[config.mk]
export PLATFORM = sky130hd
export DESIGN_NAME = load_store_unit
export DESIGN_NICKNAME = d
export VERILOG_FILES = /design/src/rtl/lsu_pkg.sv /design/src/rtl/lsu_decode.sv /design/src/rtl/load_store_unit.sv
export SDC_FILE = /design/constraint.sdc
export NUM_CORES = 1
export LEC_CHECK = 0
export CAP_MARGIN = 20
export CORE_ASPECT_RATIO = 1.25
export CORE_MARGIN = 2
export CORE_UTILIZATION = 35
export DETAILED_ROUTE_END_ITERATION = 8
export DONT_BUFFER_PORTS = 1
export GPL_ROUTABILITY_DRIVEN = 0
export PLACE_DENSITY = 0.59
export SLEW_MARGIN = 20
export SYNTH_ARGS = -nofsm -noshare
export SYNTH_HDL_FRONTEND = slang
export SYNTH_HIERARCHICAL = 1
export SYNTH_SLANG_ARGS = --single-unit
[constraint.sdc]
create_clock -name clk -period 1.66 [get_ports clk]
set_input_delay 0.332 -clock clk [delete_from_list [all_inputs] [get_ports clk]]
set_output_delay 0.332 -clock clk [all_outputs]
set_load 0.01 [all_outputs]
[src/rtl/lsu_pkg.sv]
// Shared encodings for the load/store unit: funct3 codes, data_mem sign_mask values,
// the response-pipeline entry and the default data_mem read latency.
package lsu_pkg;

  localparam int MEM_RD_LATENCY_DEF = 2;

  localparam logic [2:0] F3_B  = 3'b000;
  localparam logic [2:0] F3_H  = 3'b001;
  localparam logic [2:0] F3_W  = 3'b010;
  localparam logic [2:0] F3_BU = 3'b100;
  localparam logic [2:0] F3_HU = 3'b101;

  // sign_mask = {sign-extend, size lanes}
  localparam logic [3:0] SM_LB  = 4'b1001;
  localparam logic [3:0] SM_LH  = 4'b1011;
  localparam logic [3:0] SM_LW  = 4'b0111;
  localparam logic [3:0] SM_LBU = 4'b0001;
  localparam logic [3:0] SM_LHU = 4'b0011;
  localparam logic [3:0] SM_SB  = 4'b0001;
  localparam logic [3:0] SM_SH  = 4'b0011;
  localparam logic [3:0] SM_SW  = 4'b0111;

  typedef struct packed {
    logic       valid;
    logic       is_load;
    logic       fault;
    logic [4:0] rd;
  } rsp_entry_t;

  localparam int RSP_ENTRY_W = $bits(rsp_entry_t);

  function automatic logic is_misaligned(input logic [2:0] size, input logic [1:0] addr_lo);
    case (size)
      3'b011:  return addr_lo[0];
      3'b111:  return addr_lo != 2'b00;
      default: return 1'b0;
    endcase
  endfunction

endpackage

[src/rtl/lsu_decode.sv]
// Combinational funct3/address decode into data_mem size lanes, sign flag and fault.
// align_en folds misalignment into the fault; illegal funct3 always faults.
module lsu_decode
  import lsu_pkg::*;
(
  input  logic       is_store,
  input  logic [2:0] funct3,
  input  logic [1:0] addr_lo,
  input  logic       align_en,
  output logic [2:0] size_mask,
  output logic       is_signed,
  output logic       fault
);

  logic [3:0] sm;
  logic       illegal;

  always_comb begin
    sm      = 4'b0000;
    illegal = 1'b0;
    if (is_store) begin
      case (funct3)
        F3_B:    sm = SM_SB;
        F3_H:    sm = SM_SH;
        F3_W:    sm = SM_SW;
        default: illegal = 1'b1;
      endcase
    end else begin
      case (funct3)
        F3_B:    sm = SM_LB;
        F3_H:    sm = SM_LH;
        F3_W:    sm = SM_LW;
        F3_BU:   sm = SM_LBU;
        F3_HU:   sm = SM_LHU;
        default: illegal = 1'b1;
      endcase
    end
  end

  assign size_mask = sm[2:0];
  assign is_signed = sm[3];
  assign fault     = illegal | (align_en & is_misaligned(sm[2:0], addr_lo));

endmodule

[src/rtl/load_store_unit.sv]
// Load/store unit between memory stage and data_mem: registered issue, store bubble, fixed-latency
// in-order responses. Alignment faults are enabled by defining LSU_ALIGN_CHECK_EN.
module load_store_unit
  import lsu_pkg::*;
#(
  parameter int MEM_RD_LATENCY = lsu_pkg::MEM_RD_LATENCY_DEF,
  parameter int RSP_DEPTH      = 1 + MEM_RD_LATENCY
) (
  input  logic        clk,
  input  logic        reset,
  input  logic        req_valid,
  output logic        req_ready,
  input  logic        req_is_store,
  input  logic [2:0]  req_funct3,
  input  logic [31:0] req_addr,
  input  logic [31:0] req_wdata,
  input  logic [4:0]  req_rd,
  output logic [31:0] mem_addr,
  output logic [31:0] mem_write_data,
  output logic        mem_memread,
  output logic        mem_memwrite,
  output logic [3:0]  mem_sign_mask,
  input  logic [31:0] mem_read_data,
  output logic        rsp_valid,
  output logic [4:0]  rsp_rd,
  output logic [31:0] rsp_data,
  output logic        rsp_fault,
  output logic        busy
);

`ifdef LSU_ALIGN_CHECK_EN
  localparam logic ALIGN_EN = 1'b1;
`else
  localparam logic ALIGN_EN = 1'b0;
`endif

  logic       ready_en;
  logic       bubble;
  logic       accept;
  logic       rsp_load_ok;
  logic [2:0] dec_size;
  logic       dec_signed;
  logic       dec_fault;
  rsp_entry_t pipe [RSP_DEPTH];

  lsu_decode u_decode (
    .is_store  (req_is_store),
    .funct3    (req_funct3),
    .addr_lo   (req_addr[1:0]),
    .align_en  (ALIGN_EN),
    .size_mask (dec_size),
    .is_signed (dec_signed),
    .fault     (dec_fault)
  );

  assign req_ready = ready_en & ~bubble & ~reset;
  assign accept    = req_valid & req_ready;

  always_ff @(posedge clk) begin
    if (reset) begin
      ready_en       <= 1'b0;
      bubble         <= 1'b0;
      mem_addr       <= '0;
      mem_write_data <= '0;
      mem_memread    <= 1'b0;
      mem_memwrite   <= 1'b0;
      mem_sign_mask  <= '0;
      rsp_valid      <= 1'b0;
      rsp_rd         <= '0;
      rsp_fault      <= 1'b0;
      rsp_load_ok    <= 1'b0;
      for (int i = 0; i < RSP_DEPTH; i++) pipe[i] <= '0;
    end else begin
      ready_en     <= 1'b1;
      // A store holds off the next accept one cycle so a trailing load sees its write.
      bubble       <= accept & req_is_store;
      mem_memread  <= accept & ~req_is_store & ~dec_fault;
      mem_memwrite <= accept & req_is_store & ~dec_fault;
      if (accept) begin
        mem_addr       <= req_addr;
        mem_write_data <= req_wdata;
        mem_sign_mask  <= {dec_signed, dec_size};
        pipe[0]        <= '{valid: 1'b1, is_load: ~req_is_store, fault: dec_fault, rd: req_rd};
      end else begin
        pipe[0] <= '0;
      end
      for (int i = 1; i < RSP_DEPTH; i++) pipe[i] <= pipe[i-1];
      rsp_valid   <= pipe[RSP_DEPTH-1].valid & (pipe[RSP_DEPTH-1].is_load | pipe[RSP_DEPTH-1].fault);
      rsp_rd      <= pipe[RSP_DEPTH-1].valid ? pipe[RSP_DEPTH-1].rd : 5'd0;
      rsp_fault   <= pipe[RSP_DEPTH-1].valid & pipe[RSP_DEPTH-1].fault;
      rsp_load_ok <= pipe[RSP_DEPTH-1].valid & pipe[RSP_DEPTH-1].is_load & ~pipe[RSP_DEPTH-1].fault;
    end
  end

  // read_data lands on the same edge the response strobe is registered
  assign rsp_data = rsp_load_ok ? mem_read_data : 32'h0;

  always_comb begin
    busy = bubble;
    for (int i = 0; i < RSP_DEPTH; i++) busy = busy | pipe[i].valid;
  end

endmodule

**Word level (Yosys, flattened, before mapping)**

Memory sizes are Yosys's and may differ from the RTL's.
Index checks and enable logic that the tools add are counted.

- Memories kept: 1
- Register bits: 80
- Word-level logic and storage cells: 65
- Input port bits: 108
- Latch bits: 0
- Output and inout port bits: 111
- Memory bits (read-only): 0
- Memory bits (writable): 24

- Bitwise operators: 25
- Reduce and logical (&&, ||, !) cells: 4
- Shift-type cells: 0
- Add/subtract/negate cells: 0
- Div/mod/pow operators: 0
- Equal/unequal tests: 4
- $lt $le $gt $ge: 0
- Multipliers: 0
- Muxes and demuxes: 20

Memories:

| name | depth | width | read ports | clocked after Yosys merged registers in | wr ports | RTL line | source |
|---|---|---|---|---|---|---|---|
| pipe | 3 | 8 | 3 | 0 | 3 | load_store_unit.sv:44 | `rsp_entry_t pipe [RSP_DEPTH];` |

Operators with widths:

| operator | count |
|---|---|
| $mux 32 | 1 |
| $mux 8 | 4 |
| $pmux 4 s5 | 1 |
| $mux 1 | 12 |
| $and 1x1->1 | 11 |
| $pmux 3 s3 | 1 |
| $or 1x1->1 | 8 |
| $eq 3x3->1 const B | 2 |
| $not 1->1 | 6 |
| $reduce_or 5->1 | 1 |
| $mux 4 | 1 |
| $eq 3x1->1 const B | 1 |
| $eq 3x2->1 const B | 1 |
| $logic_not 3->1 | 1 |
| $reduce_or 3->1 | 1 |
| $reduce_or 2->1 | 1 |

**Depth between registers and ports, before layout**

Gate-level depths: netlist of the first run.

- Word-level depth: 9
- Depth in mapped cells: 5
- Depth with buffers taken out: 5

**Cells and area by module**

Netlist of the first run, hierarchy kept.

By module, submodules not included:

| module | sequential area each (um^2) | cells an instance | area an instance (um^2) | instances |
|---|---|---|---|---|
| load_store_unit | 2,322.2 | 411 | 4,464.3 | 1 |
| lsu_decode | 0.0 | 9 | 55.1 | 1 |

**Least setup slack after synthesis of the first run**

Ideal clock, no wire load.

- Path type: input port to output port
- Start point: input reset
- End point: output req_ready
- Setup slack: 0.287 ns
- Stages: 3
- Path buffers: 2
- Required time: 1.328 ns
- Arrival: 1.041 ns
- Path through: clkbuf_1 -> clkbuf_1 -> nor3b_1

- Cells in the longest elaborated chain, start to end: 2

RTL lines:

| item | RTL line | source |
|---|---|---|
| from (decl) | load_store_unit.sv:10 | `input logic reset,` |
| $not 1->1 | load_store_unit.sv:56 | `assign req_ready = ready_en & ~bubble & ~reset;` |
| $and 1x1->1 | load_store_unit.sv:56 |  |
| to (decl) | load_store_unit.sv:12 | `output logic req_ready,` |

No other way between the ends.

==> results of run 1 <==
## logic make-up after synthesis
logic type      share of synthesized area
simple gates                        0.291
mux                                 0.151
compound gates                     0.0102
buf+inv                            0.0327
other cells                       0.00166
flops                               0.514
## area by class of cell
class,count,area share
inverter,2,0.00149
timing repair buffer,4,0.0109
tap,168,0.0416
multi-input combinational,309,0.424
sequential,104,0.460
clock buffer,14,0.0545
clock inverter,2,0.00743
## synth_stat cells
cell                        count  area [um^2]
sky130_fd_sc_hd__dfxtp_1       80         1600
sky130_fd_sc_hd__and2_2         1         7.51
sky130_fd_sc_hd__inv_1          2         7.51
sky130_fd_sc_hd__and3b_1        2         17.5
sky130_fd_sc_hd__or4_1          1         7.51
sky130_fd_sc_hd__buf_6          4         45.0
sky130_fd_sc_hd__nand4bb_1      1         11.3
sky130_fd_sc_hd__nand2b_1     136          851
sky130_fd_sc_hd__nor3_1         2         10.0
sky130_fd_sc_hd__mux2i_1       68          681
sky130_fd_sc_hd__buf_2          4         20.0
sky130_fd_sc_hd__nor3b_1        2         15.0
sky130_fd_sc_hd__o21a_1         3         22.5
sky130_fd_sc_hd__a21oi_1        1         5.00
sky130_fd_sc_hd__nor2b_1       17          106
sky130_fd_sc_hd__and2_1        45          282
sky130_fd_sc_hd__a21oi_2        1         8.76
sky130_fd_sc_hd__conb_1         2         7.51
sky130_fd_sc_hd__o21ai_0        2         10.0
sky130_fd_sc_hd__clkbuf_1      20         75.1
sky130_fd_sc_hd__edfxtp_1      24          721
sky130_fd_sc_hd__nor2_1         2         7.51
## through the flow
stage	utilization	hold WS, ns	cells
floorplan	-	0.411	443
global route	0.399	0.0627	603
detailed placement	0.374	0.415	587
global placement	0.374	0.413	587
CTS	0.399	0.0589	603
finish	0.399	0.0784	603
## sequential cells by signal, indices dropped and copies added (netlist names)
name,cells
bubble,1
mem_addr,32
mem_memread,1
mem_memwrite,1
mem_sign_mask,4
mem_write_data,32
pipe,24
ready_en,1
rsp_fault,1
rsp_load_ok,1
rsp_rd,5
rsp_valid,1
## layout by cell type (no fill, tap or decap), types with 2 or more instances in the layout
cell	netlist	routed
sky130_fd_sc_hd__and2_1	45	45
sky130_fd_sc_hd__buf_12	0	2
sky130_fd_sc_hd__buf_4	0	2
sky130_fd_sc_hd__clkbuf_1	20	3
sky130_fd_sc_hd__clkbuf_16	0	10
sky130_fd_sc_hd__conb_1	2	25
sky130_fd_sc_hd__dfxtp_1	80	80
sky130_fd_sc_hd__edfxtp_1	24	24
sky130_fd_sc_hd__inv_1	2	2
sky130_fd_sc_hd__mux2i_1	68	68
sky130_fd_sc_hd__nand2b_1	136	136
sky130_fd_sc_hd__nor2_1	2	2
sky130_fd_sc_hd__nor2b_1	17	17
sky130_fd_sc_hd__nor3_1	2	2
sky130_fd_sc_hd__nor3b_1	2	2
sky130_fd_sc_hd__o21a_1	3	3
sky130_fd_sc_hd__o21ai_0	2	2
## worst paths after layout
check                                  start            endpoint  slack (ns)  depth (start not counted)
worst min-delay path            req_is_store         mem_memread        0.08                          1
worst max register to register        bubble  mem_write_data[19]        0.42                          3
worst max-delay path             pipe[0][23]                busy        0.05                          1
worst min register to register   pipe[0][19]           rsp_rd[3]        0.44                          1
## power by group
part / internal [W] / switching (W) / leakage [nW]
sequential: 0.00272 / 0.000113 / 0.899
clock: 0.00131 / 0.000887 / 0.148
combinational: 0.000181 / 0.000138 / 0.844
## metal layers
layer / vias up / global-route usage
met1: 1253 / 0.118
met4: 0 / 0.0441
met2: 164 / 0.228
met5: - / 0
met3: 7 / 0.0650
li1: 1342 / -
## what timing repair did
| item | CTS | global route |
|---|---|---|
| resized for setup | 1 | 0 |
| hold endpoints to repair | 0 | 0 |
| setup endpoints to repair | 1 | 0 |
==> results_dict.tcl, run 1 <==
set metrics [dict create \
    result_of_the_run "finished, final reports clean" \
    clk_pin_slew_ns 0.07 \
    wl_met3_um 1130 \
    crit_type "register to output port" \
    tritoncts "done" \
    post_cts.repair.setup_buffers 0 \
    drc 0 \
    max-cap-violations 0 \
    number_of_antenna_violations_at_the_first_check_in_global_routing 0 \
    vias 2766 \
    grt.overflow.total 0 \
    die_ar_mm2 0.0138 \
    critical_path_maximum_fanout 2 \
    global_route_wire_length_before_repair_um 13200 \
    number_of_cts_inserted_buffers 9 \
    vias_in_the_first_global_route 2603 \
    diodes 0 \
    power.static_leakage_nw 1.89 \
    postPlaceCellArea_mm2 0.00473 \
    worst-endpoint-arrival_ns 1.28 \
    floorplan.initialDensity 0.357 \
    route.layer.met1.wl_um 3080 \
    syn_inst 420 \
    finClkSkew_ns 0.00689 \
    top_layer "met4" \
    placement.setup.worst_slack_ns 0.339 \
    io_buffers 0 \
    max_freq_mhz 619 \
    timing.final.crit_share 0.973 \
    rows 46 \
    fp.dieH_um 131 \
    met2_length_um 4380 \
    timing.critical_path.slowest_stage_cell "sky130_fd_sc_hd__or4_4" \
    sequential_area_mm2 0.00232 \
    chipWidth_um 106 \
    ys_types 22 \
    crit_family "simple AND/OR/NAND/NOR gates" \
    hold_violations_final 0 \
    multi_input_comb_area_mm2 0.00214 \
    postRouteWirelength_um 8690 \
    synth_seq_cells 104 \
    critical_path_cell_by_cell "or4_4" \
    worstSkewPairLatency_ns 0.34 \
    report.final.slew_viol_count 0 \
    syn_area_mm2 0.00452 \
    avgViaCountPerCell 4.59 \
    areaGrowthSynthToFinish_pct 11.8 \
    report.power.total_w 0.00534 \
    cp.required_ns 1.33 \
    post_route_cells_drive_above_1_share 0.0483 \
    detailedRoute.firstIterationViolations 77 \
    coreArea_mm2 0.0127 \
    post_synth.cell_area_avg_um2 10.8 \
    grt_max_degree 157 \
    tns_ns 0 \
    grt_use_total 0.124 \
    clkSinkCount 104 \
    nets 538 \
    wl_per_cell_um 14.4 \
    final.fill_count 1224 \
    timing.critical_path.slowest_cell_delay_ns 0.57 \
    number_of_top_level_design_ports 219 \
    drt_first_pass_iters 4 \
    yosys_warnings 6 \
    cts-root-to-sink-buffers 2 \
    worst_setup_path_start_kind "register" \
    critPathCaptureType "output port" \
    critical_path_buf_inv_count 0 \
    finalCriticalPeriod_ns 1.61 \
    power.density_cell_area_mw_per_mm2 1060 \
    hold_buffer_count_at_cts 0 \
    vdd.ir_drop.worst_v 0.000449 \
    fin_area_mm2 0.00505 \
    rsz_0062_raised_after_global_routing "false" \
    yosysSeqAreaShare 0.514 \
    postRouteAntennaNets 0 \
    final_critical_path_setup_slack_ns 0.0452 \
    clockRootBuffer "sky130_fd_sc_hd__clkbuf_16" \
    setup_viol_count_final 0 \
    dp_hpwl_um 6220 \
    hold_path_class "input pin to register" \
    number_of_h_tree_levels 3 \
]
No activity file was read; power rests on OpenSTA's default activity.
==> run 2, diff against run 1 <==
- CORE_MARGIN: 2 -> unset
==> results_dict.tcl, run 2 (synthesis results as in run 1) <==
set metrics [dict create \
    result_of_the_run "finished, final reports clean" \
    cts-root-to-sink-buffers 2 \
    rows 46 \
    number_of_cts_inserted_buffers 9 \
    power.density_cell_area_mw_per_mm2 1060 \
    io_buffers 0 \
    chipWidth_um 104 \
    report.final.slew_viol_count 0 \
    drt_first_pass_iters 6 \
    vdd.ir_drop.worst_v 0.000665 \
    hold-worst-slack_ns 0.0643 \
    clockRootBuffer "sky130_fd_sc_hd__clkbuf_16" \
    worstSkewPairLatency_ns 0.34 \
    postRouteAntennaNets 0 \
    drc 0 \
    coreArea_mm2 0.0127 \
    tritoncts "done" \
    crit_family "simple AND/OR/NAND/NOR gates" \
    critical_path_cell_by_cell "or4_4" \
    met2_length_um 4200 \
    grt.overflow.total 0 \
    power.static_leakage_nw 1.89 \
    diodes 0 \
    number_of_h_tree_levels 3 \
    post_route_cells_drive_above_1_share 0.0530 \
    dp_hpwl_um 6020 \
    global_route_wire_length_before_repair_um 13300 \
    dp_cells 586 \
    tns_ns 0 \
    vias 2775 \
    timing.final.crit_share 0.967 \
    detailedRoute.firstIterationViolations 77 \
    grt_max_degree 157 \
    top_layer "met4" \
    post_cts.repair.setup_buffers 0 \
    max-cap-violations 0 \
    setup_viol_count_final 0 \
    postRouteWirelength_um 8460 \
    critical_path_buf_inv_count 0 \
    timing.critical_path.slowest_stage_cell "sky130_fd_sc_hd__or4_4" \
    clkSinkCount 104 \
    route.layer.met1.wl_um 3200 \
    tightestPinTransition_ns 0.595 \
    avgViaCountPerCell 4.61 \
    crit_type "register to output port" \
    wl_met3_um 870 \
    finalCriticalPeriod_ns 1.61 \
    clk_pin_slew_ns 0.07 \
    cp.required_ns 1.33 \
    areaGrowthSynthToFinish_pct 11.6 \
    layout_commonest_cell "sky130_fd_sc_hd__nand2b_1" \
    number_of_top_level_design_ports 219 \
    finClkSkew_ns 0.00755 \
    grt_use_total 0.128 \
    biggestRegsByFlops "mem_addr (32), mem_write_data (32), pipe (24)" \
    worst_setup_path_start_kind "register" \
    hold_path_class "input pin to register" \
    vias_in_the_first_global_route 2729 \
    critPathCaptureType "output port" \
    floorplan.initialDensity 0.357 \
    timing.critical_path.slowest_cell_delay_ns 0.56 \
    rsz_0062_raised_after_global_routing "false" \
    worst-endpoint-arrival_ns 1.27 \
    die_ar_mm2 0.0134 \
    fin_util 0.398 \
    max_freq_mhz 623 \
    critical_path_maximum_fanout 2 \
    max-slew-margin-rel 0.603 \
    hold_violations_final 0 \
    wl_per_cell_um 14.1 \
    number_of_antenna_violations_at_the_first_check_in_global_routing 0 \
    instances_no_fill 602 \
    nets 537 \
    fp.dieH_um 129 \
    commonest_cells_after_routing_fill_and_taps_aside "sky130_fd_sc_hd__nand2b_1, sky130_fd_sc_hd__dfxtp_1, sky130_fd_sc_hd__mux2i_1, sky130_fd_sc_hd__and2_1, sky130_fd_sc_hd__conb_1" \
]
-- run 2: final timing paths --
| path | from | to | slack (ns) | cells after the start |
|---|---|---|---|---|
| hold / removal | reset | ready_en | 0.06 | 1 |
| hold reg to reg | pipe[0][19] | rsp_rd[3] | 0.44 | 1 |
| setup reg to reg | bubble | mem_addr[2] | 0.41 | 3 |
| setup / recovery | pipe[0][23] | busy | 0.05 | 1 |
-- run 2: stage by stage --
stage | total power, W | setup WS, ns | area (um^2)
floorplan | 0.00318 | 0.287 | 4610
global placement | 0.00320 | 0.365 | 4730
detailed placement | 0.00321 | 0.365 | 4730
CTS | 0.00545 | 0.0275 | 5040
global route | 0.00559 | 0.000950 | 5040
finish | 0.00534 | 0.0541 | 5040
-- run 2: routing by layer --
metal | track usage | up-vias
met5 | 0 | -
met4 | 0.0665 | 0
met3 | 0.0533 | 14
met2 | 0.230 | 173
met1 | 0.127 | 1238
li1 | - | 1350
-- run 2: final cells by class --
class                           instances  area, um^2
Timing Repair Buffer                    3        47.5
Tap cell                              168         210
Sequential cell                       104        2320
Multi-Input combinational cell        309        2140
Clock inverter                          7        86.3
Fill cell                            1225        7620
Clock buffer                            9         225
Inverter                                2        7.51
-- run 2: power by group --
part	internal, W	switching [W]
Clock	0.00120	0.000996
Combinational	0.000180	0.000137
Sequential	0.00271	0.000114
-- run 2: timing repair --
action / in CTS / in global routing
endpoints found under the hold margin: 0 / 0
hold buffers: 0 / 0
gates resized for setup: 1 / 0
setup endpoints to repair: 1 / 0
